[src/rtl/sram_arb_pkg.sv]
// rtl/sram_arb_pkg.sv - shared types for the SRAM port arbiter
package sram_arb_pkg;

  localparam int ARB_ADDR_W = 16;
  localparam int ARB_DATA_W = 8;

  // Which engine owns a command or a returning read word
  typedef enum logic {
    REQ_RC4 = 1'b0,
    REQ_ED  = 1'b1
  } requester_t;

  // One SRAM access as it is registered onto the pins
  typedef struct packed {
    logic                  wen;
    logic [ARB_ADDR_W-1:0] addr;
    logic [ARB_DATA_W-1:0] wdata;
  } mem_cmd_t;

  // Per-stage read tracking entry
  typedef struct packed {
    logic       valid;
    requester_t id;
  } tag_t;

endpackage

[src/rtl/rd_tag_pipe.sv]
// rtl/rd_tag_pipe.sv - fixed-latency shift register tracking in-flight read owners
module rd_tag_pipe
  import sram_arb_pkg::*;
#(
  parameter int READ_LAT = 2
) (
  input  logic clk,
  input  logic rst,
  input  tag_t tag_in,
  output tag_t tag_out,
  output logic any_valid
);

  tag_t stage [READ_LAT];

  // Shift tags one stage per cycle; reset drops every in-flight read
  always_ff @(posedge clk) begin
    if (rst) begin
      for (int i = 0; i < READ_LAT; i++) begin
        stage[i] <= '0;
      end
    end else begin
      stage[0] <= tag_in;
      for (int i = 1; i < READ_LAT; i++) begin
        stage[i] <= stage[i-1];
      end
    end
  end

  // Any stage holding a live read keeps the port busy
  always_comb begin
    any_valid = 1'b0;
    for (int i = 0; i < READ_LAT; i++) begin
      any_valid = any_valid | stage[i].valid;
    end
  end

  assign tag_out = stage[READ_LAT-1];

endmodule

[src/rtl/sram_port_arbiter.sv]
// rtl/sram_port_arbiter.sv - round-robin share of one SRAM port between RC4 and edge detection
module sram_port_arbiter
  import sram_arb_pkg::*;
#(
  parameter int ADDR_W   = ARB_ADDR_W,
  parameter int DATA_W   = ARB_DATA_W,
  parameter int READ_LAT = 2
) (
  input  logic              clk,
  input  logic              rst,
  input  logic              rc4_req,
  input  logic              rc4_wen,
  input  logic [ADDR_W-1:0] rc4_addr,
  input  logic [DATA_W-1:0] rc4_wdata,
  output logic              rc4_gnt,
  output logic              rc4_rvalid,
  input  logic              ed_req,
  input  logic              ed_wen,
  input  logic [ADDR_W-1:0] ed_addr,
  input  logic [DATA_W-1:0] ed_wdata,
  output logic              ed_gnt,
  output logic              ed_rvalid,
  output logic [DATA_W-1:0] rdata,
  output logic              mem_en,
  output logic              mem_wen,
  output logic [ADDR_W-1:0] mem_addr,
  output logic [DATA_W-1:0] mem_wdata,
  input  logic [DATA_W-1:0] mem_rdata,
  output logic              busy
);

  requester_t last_grant;
  mem_cmd_t   sel_cmd;
  mem_cmd_t   cmd_q;
  requester_t sel_id;
  requester_t id_q;
  logic       mem_en_q;
  logic       any_gnt;
  tag_t       tag_in;
  tag_t       tag_out;
  logic       tags_busy;

  // Round-robin grant: a lone requester wins, a tie goes to whoever did not win last
  always_comb begin
    rc4_gnt = 1'b0;
    ed_gnt  = 1'b0;
    if (!rst) begin
      if (rc4_req && ed_req) begin
        rc4_gnt = (last_grant == REQ_ED);
        ed_gnt  = (last_grant == REQ_RC4);
      end else begin
        rc4_gnt = rc4_req;
        ed_gnt  = ed_req;
      end
    end
  end

  assign any_gnt = rc4_gnt | ed_gnt;

  // Select the granted engine's command for the pin register
  always_comb begin
    sel_cmd = '{wen: rc4_wen, addr: rc4_addr, wdata: rc4_wdata};
    sel_id  = REQ_RC4;
    if (ed_gnt) begin
      sel_cmd = '{wen: ed_wen, addr: ed_addr, wdata: ed_wdata};
      sel_id  = REQ_ED;
    end
  end

  // Remember the last actual winner; reset favours RC4 on the first tie
  always_ff @(posedge clk) begin
    if (rst) begin
      last_grant <= REQ_ED;
    end else if (rc4_gnt) begin
      last_grant <= REQ_RC4;
    end else if (ed_gnt) begin
      last_grant <= REQ_ED;
    end
  end

  // Register the granted command onto the pins; idle cycles keep the old command
  always_ff @(posedge clk) begin
    if (rst) begin
      mem_en_q <= 1'b0;
      cmd_q    <= '0;
      id_q     <= REQ_RC4;
    end else begin
      mem_en_q <= any_gnt;
      if (any_gnt) begin
        cmd_q <= sel_cmd;
        id_q  <= sel_id;
      end
    end
  end

  assign mem_en    = mem_en_q;
  assign mem_wen   = cmd_q.wen;
  assign mem_addr  = cmd_q.addr;
  assign mem_wdata = cmd_q.wdata;

  // A read on the pins enters the tag pipe together with its owner
  assign tag_in = '{valid: mem_en_q & ~cmd_q.wen, id: id_q};

  rd_tag_pipe #(
    .READ_LAT (READ_LAT)
  ) u_tag_pipe (
    .clk       (clk),
    .rst       (rst),
    .tag_in    (tag_in),
    .tag_out   (tag_out),
    .any_valid (tags_busy)
  );

  assign rc4_rvalid = tag_out.valid && (tag_out.id == REQ_RC4);
  assign ed_rvalid  = tag_out.valid && (tag_out.id == REQ_ED);
  assign rdata      = mem_rdata;
  assign busy       = mem_en_q | tags_busy;

endmodule

[config.mk]
export PLATFORM = sky130hd
export DESIGN_NAME = sram_port_arbiter
export DESIGN_NICKNAME = d
export VERILOG_FILES = /design/src/rtl/sram_arb_pkg.sv /design/src/rtl/rd_tag_pipe.sv /design/src/rtl/sram_port_arbiter.sv
export SDC_FILE = /design/constraint.sdc
export NUM_CORES = 1
export LEC_CHECK = 0
export ABC_AREA = 1
export CAP_MARGIN = 40
export CORE_AREA = 5 5 66 83
export CTS_CLUSTER_SIZE = 12
export DETAILED_ROUTE_END_ITERATION = 16
export DIE_AREA = 0 0 71 88
export HOLD_SLACK_MARGIN = 0.08
export PLACE_DENSITY_LB_ADDON = 0.15
export SLEW_MARGIN = 20
export SYNTH_ARGS = -nofsm -noshare
export SYNTH_HDL_FRONTEND = slang
export SYNTH_SLANG_ARGS = --single-unit
[constraint.sdc]
create_clock -name clk -period 1.25 [get_ports clk]
set_input_delay 0.1875 -clock clk [delete_from_list [all_inputs] [get_ports clk]]
set_output_delay 0.1875 -clock clk [all_outputs]
set_load 0.1 [all_outputs]
==> results of run 1 <==
cells in the mapped netlist:
cell type and n:
sky130_fd_sc_hd__clkbuf_1 2, sky130_fd_sc_hd__inv_2 2, sky130_fd_sc_hd__nand2_1 30, sky130_fd_sc_hd__inv_1 33
sky130_fd_sc_hd__nand2_4 1, sky130_fd_sc_hd__o211ai_2 1, sky130_fd_sc_hd__nor2_1 3, sky130_fd_sc_hd__nor2_2 1
sky130_fd_sc_hd__nand3_1 77, sky130_fd_sc_hd__buf_1 2, sky130_fd_sc_hd__buf_4 12, sky130_fd_sc_hd__dfxtp_1 32
sky130_fd_sc_hd__a21oi_1 2, sky130_fd_sc_hd__nand2_2 1, sky130_fd_sc_hd__buf_6 2, sky130_fd_sc_hd__nand4_1 25
sky130_fd_sc_hd__buf_2 8, sky130_fd_sc_hd__nor3_1 1
worst paths after layout:
path	startpoint	slack (ps)	endpoint	depth (start not counted)
max	ed_req	9	rc4_gnt	4
min	mem_rdata[1]	380	rdata[1]	0
min reg2reg	u_tag_pipe.stage[0][0]$_SDFF_PP0_	410	u_tag_pipe.stage[0][2]$_SDFF_PP0_	2
max reg2reg	last_grant$_SDFFE_PP1P_	160	mem_wdata[2]$_SDFFE_PP0P_	7
layer usage:
| metal | part of all wire (%) | up-vias | global-route usage (%) |
|---|---|---|---|
| li1 | - | 964 | - |
| met1 | 40 | 847 | 20.8 |
| met2 | 51 | 64 | 29.2 |
| met3 | 8.9 | 4 | 7.12 |
| met4 | 0.59 | 0 | 5.13 |
| met5 | 0 | - | 0 |
worst reg2reg max path, delay by kind of cell (launching register included):
family        cells  cell delay [ps]
buf+inv           3              350
flops             1              340
simple gates      4              300
stage by stage:
step / total power, W / TNS [ps] / worst slack (ps) / hold slack [ps] / cells
global placement: 0.00245 / -6850 / -260 / 376 / 377
global route: 0.00347 / -92.2 / -57.0 / 375 / 388
floorplan: 0.00200 / -93.6 / -61.9 / 259 / 235
finish: 0.00330 / 0 / 9.39 / 375 / 388
detailed placement: 0.00246 / -7550 / -280 / 376 / 377
CTS: 0.00334 / -6.70 / -6.70 / 376 / 388
registers in the layout, indices dropped and copies added (netlist names):
signal / count
mem_wen: 1
last_grant: 1
id_q: 1
mem_wdata: 8
mem_addr: 16
u_tag_pipe.stage: 4
mem_en: 1
power groups by stage:
stage / logic, W / clock network, W / registers [W]
floorplan: 0.000461 / 0 / 0.00154
global placement: 0.00127 / 0 / 0.00118
detailed placement: 0.00128 / 0 / 0.00118
CTS: 0.00129 / 0.000896 / 0.00116
global route: 0.00134 / 0.000954 / 0.00117
finish: 0.00128 / 0.000860 / 0.00116
layout make-up:
| type | instances | area share (%) |
|---|---|---|
| Clock buffer | 8 | 3.18 |
| Tap cell | 60 | 2.38 |
| Timing Repair Buffer | 111 | 44.4 |
| Sequential cell | 32 | 21.5 |
| Multi-Input combinational cell | 142 | 24.2 |
| Inverter | 35 | 4.29 |
cells by family (layout without fill, tap and decap cells):
group	Yosys count	after routing	share of synthesized area [%]
AOI/OAI and AO/OA	3	3	1.36
DFF	32	32	38.7
buffers and inverters	61	154	18.1
and+or+nand+nor	139	139	41.9
timing repair:
action / 4_1_cts / 5_1_grt
setup endpoints to repair: 2 / 2
pin swaps: 1 / 0
hold buffers: 0 / 0
setup buffers: 3 / 0
gates cloned: 0 / 0
gates resized for setup: 5 / 0
==> reports/metrics.json, run 1 <==
{
  "detailed_routing": {
    "routed_wire_length_per_instance_um": 13.5,
    "antenna_left": 0,
    "finalWirelength_mm": 5.22,
    "num_vias": 1879,
    "avgViaCountPerCell": 4.84,
    "dr.pass1.iters": 4,
    "drc": 0,
    "drt_iter0_markers": 157
  },
  "final_layout": {
    "num-nets-final": 389,
    "most-common-layout-cells": "sky130_fd_sc_hd__nand3_1 (75), sky130_fd_sc_hd__clkdlybuf4s50_1 (50), sky130_fd_sc_hd__buf_12 (35)",
    "finalCoreUtilization_pct": 68.1,
    "syn2layout_area_growth_pct": 90.2,
    "n_fill_cell": 382,
    "final_common_cell": "sky130_fd_sc_hd__nand3_1",
    "final_layout_size_suffix_gt1_share_pct": 32.0,
    "regArea_um2": 677,
    "multiInputGateArea_um2": 763,
    "insertedDiodeCount": 0,
    "design_area_um2": 3150
  },
  "floorplanning": {
    "floorplan.initialDensity_pct": 35.8,
    "die_x_extent_um": 71,
    "die_height_um": 88,
    "die-area_um2": 6250,
    "core.rowCount": 28,
    "io_pins": 101,
    "core_area_um2": 4620
  },
  "setup_path": {
    "worst_setup_path_end_kind": "primary output",
    "cpPeakStageDelay_ps": 290,
    "critical_path_required_ps": 1060,
    "crit_path_start_kind": "input pin",
    "critical_path.top_delay_family": "buffers and inverters",
    "timing.critical_path.arrival_ps": 1050,
    "crit_path_cell_trace": "dlygate4sd2_1, buf_4, a21oi_4, buf_12",
    "path_buf_inv": 3,
    "crit_slowest_cell": "sky130_fd_sc_hd__dlygate4sd2_1",
    "crit_type": "in2out",
    "timing.critical_path.fanout_max": 6
  },
  "power_and_ir_drop": {
    "power.net_switching_w": 0.00116,
    "comb_power_share_pct": 38.7,
    "power.share.clock_pct": 26.1,
    "internal_power_w": 0.00214,
    "power.switching_fraction_pct": 35.1,
    "seq_power_share_pct": 35.3,
    "peakVddDrop_uv": 734,
    "powerDensity_nw_per_um2": 1050,
    "power.static_leakage_nw": 1.49
  },
  "timing": {
    "final_period_minus_worst_setup_slack_ps": 1240,
    "report.final.slew_viol_count": 0,
    "worst-slew-pin-transition_ps": 269,
    "period_share_pct": 99.2,
    "setup_viol": 0,
    "timing.slew.headroom_pct": 82.1,
    "timing.final.hold_violations": 0,
    "grt_setup_unrepaired": "true",
    "fmax_mhz": 806,
    "worst_clock_skew_ps": 1.94
  },
  "yosys": {
    "synth_seq_area_share_pct": 38.7,
    "cell_area_synth_um2": 1660,
    "post_synth_num_cell_types": 18,
    "synth_seq_cells": 32,
    "yosys.area.top_type": "sky130_fd_sc_hd__dfxtp_1",
    "yosysWarningCount": 0,
    "syn-num-nets": 297,
    "synth_top_area_share_pct": 38.7,
    "netlist_top_cells_area": "sky130_fd_sc_hd__dfxtp_1 (39%), sky130_fd_sc_hd__nand3_1 (23%), sky130_fd_sc_hd__nand4_1 (9.4%), sky130_fd_sc_hd__inv_1 (7.5%), sky130_fd_sc_hd__nand2_1 (6.8%)",
    "syn-mean-instance-area_um2": 7.05,
    "postSynthCellCount": 235
  },
  "clock_network": {
    "cts_max_level": 2,
    "cts-buffers-inserted": 5,
    "clk-insertion-delay-late_ps": 270,
    "cts_tree": "built",
    "clk_path_buf_depth": 2,
    "root_buffer": "sky130_fd_sc_hd__clkbuf_8",
    "tritoncts_num_sinks": 32
  },
  "placement": {
    "placement.io_buffers": 84,
    "detailedPlacementHpwl_mm": 3.89,
    "gp_congestion": 0.756,
    "dpl-instance-area_um2": 3030
  },
  "grt": {
    "gr-usage-all-layers_pct": 17.5,
    "grt_pass1_wl_mm": 8.76,
    "grt_pass1_vias": 1884,
    "grt_overflow": 0,
    "antenna_found_initial": 0,
    "grt_start_max_net_pins": 29
  },
  "job": {
    "max_cap_viol_count": 0
  },
  "run_status": {
    "outcome": "completed"
  },
  "min_path": {
    "hold_path_class": "in2out"
  }
}
Power figures use the tool's default switching activity.
==> inputs of run 2 (changes only) <==
--- a/config.mk
+++ b/config.mk
@@ -7,10 +7,10 @@
 export LEC_CHECK = 0
 export ABC_AREA = 1
 export CAP_MARGIN = 40
-export CORE_AREA = 5 5 66 83
+export CORE_AREA = 3 3 64 81
 export CTS_CLUSTER_SIZE = 12
 export DETAILED_ROUTE_END_ITERATION = 16
-export DIE_AREA = 0 0 71 88
+export DIE_AREA = 0 0 67 84
 export HOLD_SLACK_MARGIN = 0.08
 export PLACE_DENSITY_LB_ADDON = 0.15
 export SLEW_MARGIN = 20
==> run 2 against run 1 <==
Net effect:
- the run now ends with setup timing left
- design area rose by 1.2%
- routed wire length increased by 6.1%
- largest cell class unchanged
- clock power shrank 3.8%
- critical path depth stayed put
- sequential power is essentially flat
==> reports/metrics.json, run 2 (same netlist as run 1, synthesis figures left out) <==
{
  "clock_network": {
    "cts_max_level": 2,
    "clk_path_buf_depth": 2,
    "cts.clk_slew.worst_paths_ps": 60,
    "clk-insertion-delay-late_ps": 280,
    "cts_tree": "built",
    "tritoncts_num_sinks": 32,
    "cts-buffers-inserted": 5,
    "root_buffer": "sky130_fd_sc_hd__clkbuf_8"
  },
  "timing": {
    "setup_viol": 1,
    "grt_setup_unrepaired": "true",
    "worst_clock_skew_ps": 2.70,
    "final_period_minus_worst_setup_slack_ps": 1260,
    "finalWorstSetupSlack_ps": -9.59,
    "period_share_pct": 101,
    "timing.final.hold_violations": 0,
    "timing.slew.headroom_pct": 84.0,
    "worst-slew-pin-transition_ps": 240,
    "fmax_mhz": 794,
    "final.setup.tns_ps": -9.59,
    "report.final.slew_viol_count": 0
  },
  "floorplanning": {
    "floorplan.initialDensity_pct": 37.1,
    "die_height_um": 84,
    "core.rowCount": 27,
    "core_area_um2": 4460,
    "io_pins": 101,
    "die_x_extent_um": 67,
    "die-area_um2": 5630
  },
  "final_layout": {
    "num-nets-final": 391,
    "syn2layout_area_growth_pct": 92.4,
    "final_layout_size_suffix_gt1_share_pct": 33.0,
    "largest_reg_flops": 16,
    "final_common_cell": "sky130_fd_sc_hd__nand3_1",
    "most-common-layout-cells": "sky130_fd_sc_hd__nand3_1 (75), sky130_fd_sc_hd__clkdlybuf4s50_1 (50), sky130_fd_sc_hd__buf_12 (37)",
    "insertedDiodeCount": 0
  },
  "job": {
    "max_cap_viol_count": 0
  },
  "grt": {
    "antenna_found_initial": 0,
    "grt_pass1_wl_mm": 9.27,
    "grt.met1_usage_pct": 25.5,
    "grt.met3_usage_pct": 5.39,
    "gr-usage-all-layers_pct": 21.2,
    "global_route.peak_usage_layer": "met2",
    "grt_pass1_vias": 2010,
    "gr-usage-met2_pct": 34.3,
    "grt_overflow": 0,
    "grt_start_max_net_pins": 27
  },
  "placement": {
    "detailedPlacementHpwl_mm": 3.85,
    "gp_congestion": 0.778,
    "placement.io_buffers": 84,
    "detailedPlace.worstSlack_ps": -290
  },
  "setup_path": {
    "timing.critical_path.fanout_max": 2,
    "crit_path_start": "last_grant$_SDFFE_PP1P_",
    "critical_path_required_ps": 1060,
    "crit_type": "reg2out",
    "critical_path.top_delay_family": "flip-flops",
    "worst_setup_path_end_kind": "primary output",
    "crit_path_start_kind": "flip-flop",
    "path_buf_inv": 2,
    "crit-reg2reg-launch": "last_grant$_SDFFE_PP1P_",
    "crit_path_cell_trace": "nand2_2, nand3_4, clkinvlp_4, buf_12",
    "crit_slowest_cell": "sky130_fd_sc_hd__dfxtp_2",
    "reg2reg_setup_slack_ps": 130,
    "timing.critical_path.arrival_ps": 1070,
    "cpPeakStageDelay_ps": 340
  },
  "detailed_routing": {
    "finalWirelength_mm": 5.54,
    "drc": 0,
    "dr.pass1.iters": 6,
    "num_vias": 1993,
    "routed_wire_length_per_instance_um": 14.3,
    "drt_iter0_markers": 127,
    "antenna_left": 0,
    "avgViaCountPerCell": 5.14
  },
  "min_path": {
    "hold_start": "mem_rdata[1]",
    "hold_path_class": "in2out"
  },
  "power_and_ir_drop": {
    "powerDensity_nw_per_um2": 1030,
    "peakVddDrop_uv": 847,
    "power.static_leakage_nw": 1.51
  },
  "run_status": {
    "failed_checks": "setup timing",
    "outcome": "finished, violations left"
  }
}
-- run 2: final timing paths --
check,to,depth (start not counted)
max,ed_gnt,4
min,rdata[1],0
max reg2reg,mem_addr[11]$_SDFFE_PP0P_,7
min reg2reg,u_tag_pipe.stage[0][2]$_SDFF_PP0_,2
-- run 2: metrics by stage --
step,hold WS [ps],cell area [um^2],instances,total power [W],util (%)
after floorplan,259,1750,235,0.00200,-
after global placement,376,3010,371,0.00245,67.5
after detailed placement,376,3010,371,0.00246,67.5
after CTS,376,3140,384,0.00330,70.3
after global routing,375,3190,388,0.00343,71.5
final,375,3190,388,0.00330,71.5
-- run 2: cell type report --
cell class	instances	area, um^2
timing repair buffer	113	1440
fill	365	1270
multi-input combinational	142	768
sequential	32	678
inverter	35	135
clock buffer	8	90.1
tap	58	72.6
-- run 2: routing by layer --
metal | part of all wire, % | routed length [um]
met1 | 39 | 2150
met2 | 51 | 2810
met3 | 7.8 | 431
met4 | 2.8 | 153
met5 | 0 | 0
-- run 2: repair_timing --
item                       4_1_cts  5_1_grt
hold buffers                     0        0
pin swaps                        1        0
resized for setup                5        7
cloned                           0        0
setup buffers                    5        4
setup endpoints to repair        2       23
-- run 2: power breakdown --
part / internal (W) / total, W / switching [W]
clock network: 0.000449 / 0.000827 / 0.000378
logic: 0.000556 / 0.00131 / 0.000750
registers: 0.00110 / 0.00116 / 0.0000657
==> inputs of run 3 (changes only) <==
==> constraint.sdc (replaced) <==
create_clock -name clk -period 1.25 [get_ports clk]
set_input_delay 0.25 -clock clk [delete_from_list [all_inputs] [get_ports clk]]
set_output_delay 0.25 -clock clk [all_outputs]
set_load 0.1 [all_outputs]
==> run 3 against run 2 <==
Net effect:
- the run still ends with setup timing left
- sequential power hardly changed
- clock-buffer cell count stayed put
- worst setup slack worse by 62 ps
- hold slack worse by 26 ps
- clock power is 1% lower
- register-to-register slack worse by 80 ps
- non-clock buffer count is 1 higher
- critical path depth is 1 lower
- via count is 3.1% lower
- routed wire length is 5.1% lower
- die area stayed put
- global-route usage is 1.4 points lower
- largest power group unchanged
==> reports/metrics.json, run 3 (same netlist as run 1, synthesis figures left out) <==
{
  "run_status": {
    "outcome": "finished, violations left",
    "failed_checks": "setup timing"
  },
  "setup_path": {
    "regToRegEndpoint": "mem_addr[10]$_SDFFE_PP0P_",
    "timing.critical_path.arrival_ps": 1070,
    "reg2reg_setup_slack_ps": 50,
    "crit-reg2reg-launch": "last_grant$_SDFFE_PP1P_",
    "critical_path_required_ps": 1000,
    "timing.critical_path.fanout_max": 3,
    "crit_type": "reg2out",
    "crit_path_start_kind": "flip-flop",
    "worst_setup_path_end_kind": "primary output",
    "reg2regPathDepth": 8
  },
  "timing": {
    "grt_setup_unrepaired": "true",
    "fmax_mhz": 757,
    "period_share_pct": 106,
    "worst_clock_skew_ps": 4.61,
    "hold_ws_ps": 349,
    "report.final.slew_viol_count": 0,
    "timing.slew.headroom_pct": 83.5,
    "timing.final.hold_violations": 0,
    "worst-slew-pin-transition_ps": 247,
    "final_period_minus_worst_setup_slack_ps": 1320,
    "setup_viol": 2,
    "finalWorstSetupSlack_ps": -71.2
  },
  "min_path": {
    "timing.hold.worst_endpoint": "u_tag_pipe.stage[0][2]$_SDFF_PP0_",
    "hold_start": "rst",
    "hold_path_class": "in2reg",
    "timing.hold.worst_path_depth": 2
  },
  "final_layout": {
    "design_area_um2": 3180,
    "final_layout_size_suffix_gt1_share_pct": 33.5,
    "largest_reg_flops": 16,
    "num-nets-final": 392,
    "syn2layout_area_growth_pct": 91.8,
    "layoutNonFillerInstCount": 389,
    "n_fill_cell": 371,
    "final_common_cell": "sky130_fd_sc_hd__nand3_1",
    "most-common-layout-cells": "sky130_fd_sc_hd__nand3_1 (75), sky130_fd_sc_hd__clkdlybuf4s50_1 (50), sky130_fd_sc_hd__buf_12 (34)",
    "insertedDiodeCount": 0
  },
  "floorplanning": {
    "floorplan.initialDensity_pct": 37.1,
    "die_x_extent_um": 67,
    "core.rowCount": 27,
    "io_pins": 101,
    "die_height_um": 84,
    "core_area_um2": 4460,
    "die-area_um2": 5630
  },
  "power_and_ir_drop": {
    "peakVddDrop_uv": 696,
    "powerDensity_nw_per_um2": 1030,
    "power.static_leakage_nw": 1.51
  },
  "grt": {
    "grt_start_max_net_pins": 24,
    "antenna_found_initial": 0,
    "gr-usage-all-layers_pct": 19.8,
    "grt_overflow": 0,
    "grt_pass1_vias": 1863,
    "grt_pass1_wl_mm": 8.73
  },
  "detailed_routing": {
    "avgViaCountPerCell": 4.97,
    "dr.pass1.iters": 6,
    "antenna_left": 0,
    "finalWirelength_mm": 5.26,
    "num_vias": 1932,
    "routed_wire_length_per_instance_um": 13.5,
    "drt_iter0_markers": 104,
    "drc": 0
  },
  "clock_network": {
    "clk_path_buf_depth": 2,
    "cts-buffers-inserted": 5,
    "cts.hold.buffers_added": 0,
    "cts_tree": "built",
    "cts_max_level": 2,
    "root_buffer": "sky130_fd_sc_hd__clkbuf_8",
    "clk-insertion-delay-late_ps": 280,
    "tritoncts_num_sinks": 32,
    "cts.clk_slew.worst_paths_ps": 60
  },
  "placement": {
    "placed_cells_incl_taps": 374,
    "dpl-instance-area_um2": 3020,
    "detailedPlacementHpwl_mm": 3.82,
    "gp_congestion": 0.759,
    "placement.io_buffers": 84
  },
  "job": {
    "max_cap_viol_count": 0
  }
}
==> run 3: cell count changes in the layout (fill, tap and decap cells not counted), sizes merged <==
cell / delta
buf: +1
clkbuf: -1
dlygate4sd2: +1
==> run 3: what timing repair did <==
item                       4_1_cts  5_1_grt
setup endpoints to repair       29        5
gates resized for setup          6        8
pin swaps                        2        3
setup buffers                    4        3
==> run 3: power by group <==
group | total [W] | internal (W) | switching (W) | leakage [nW]
clock network | 0.000816 | 0.000449 | 0.000367 | 0.0455
registers | 0.00116 | 0.00110 | 0.0000663 | 0.274
logic | 0.00130 | 0.000553 | 0.000744 | 1.19
total | 0.00328 | 0.00210 | 0.00118 | 1.51
==> run 3: cell type report <==
type / count / area, um^2 / share of cell area (%)
clock buffers: 8 / 90.1 / 2.83
inverters: 35 / 140 / 4.41
multi-input cells: 142 / 768 / 24.2
flip-flops and latches: 32 / 682 / 21.5
well taps: 58 / 72.6 / 2.28
repair buffers: 114 / 1430 / 44.8
==> run 3: per-layer routing <==
metal	GRT usage, %	share of wire [%]
met5	0	0
met4	5.17	1.1
met3	7.41	8.4
met2	33.1	50
met1	23.2	41
==> run 3: how the worst max path moves through the flow <==
| stage | slack, ps | to | from | cells after the start |
|---|---|---|---|---|
| floorplan | -100 | rc4_gnt | rst | 4 |
| global placement | -320 | mem_wdata[2]$_SDFFE_PP0P_ | rst | 8 |
| detailed placement | -340 | mem_wdata[3]$_SDFFE_PP0P_ | rst | 8 |
| CTS | -80 | ed_gnt | last_grant$_SDFFE_PP1P_ | 4 |
| global route | -110 | ed_gnt | last_grant$_SDFFE_PP1P_ | 4 |
| finish | -70 | rc4_gnt | last_grant$_SDFFE_PP1P_ | 3 |
==> run 3: worst max-delay path: stages, from the launching register on <==
cell and delay [ps]:
sky130_fd_sc_hd__dfxtp_4 370, sky130_fd_sc_hd__inv_4 40, sky130_fd_sc_hd__a21oi_4 180, sky130_fd_sc_hd__buf_12 190
==> run 3: per-stage QoR <==
| step | worst slack, ps | util (%) | TNS, ps | total power [W] |
|---|---|---|---|---|
| floorplan | -101 | - | -186 | 0.00201 |
| global placement | -322 | 67.6 | -8960 | 0.00245 |
| detailed placement | -338 | 67.6 | -9070 | 0.00246 |
| CTS | -84.9 | 70.3 | -163 | 0.00329 |
| global route | -114 | 71.3 | -604 | 0.00342 |
| finish | -71.2 | 71.3 | -130 | 0.00328 |
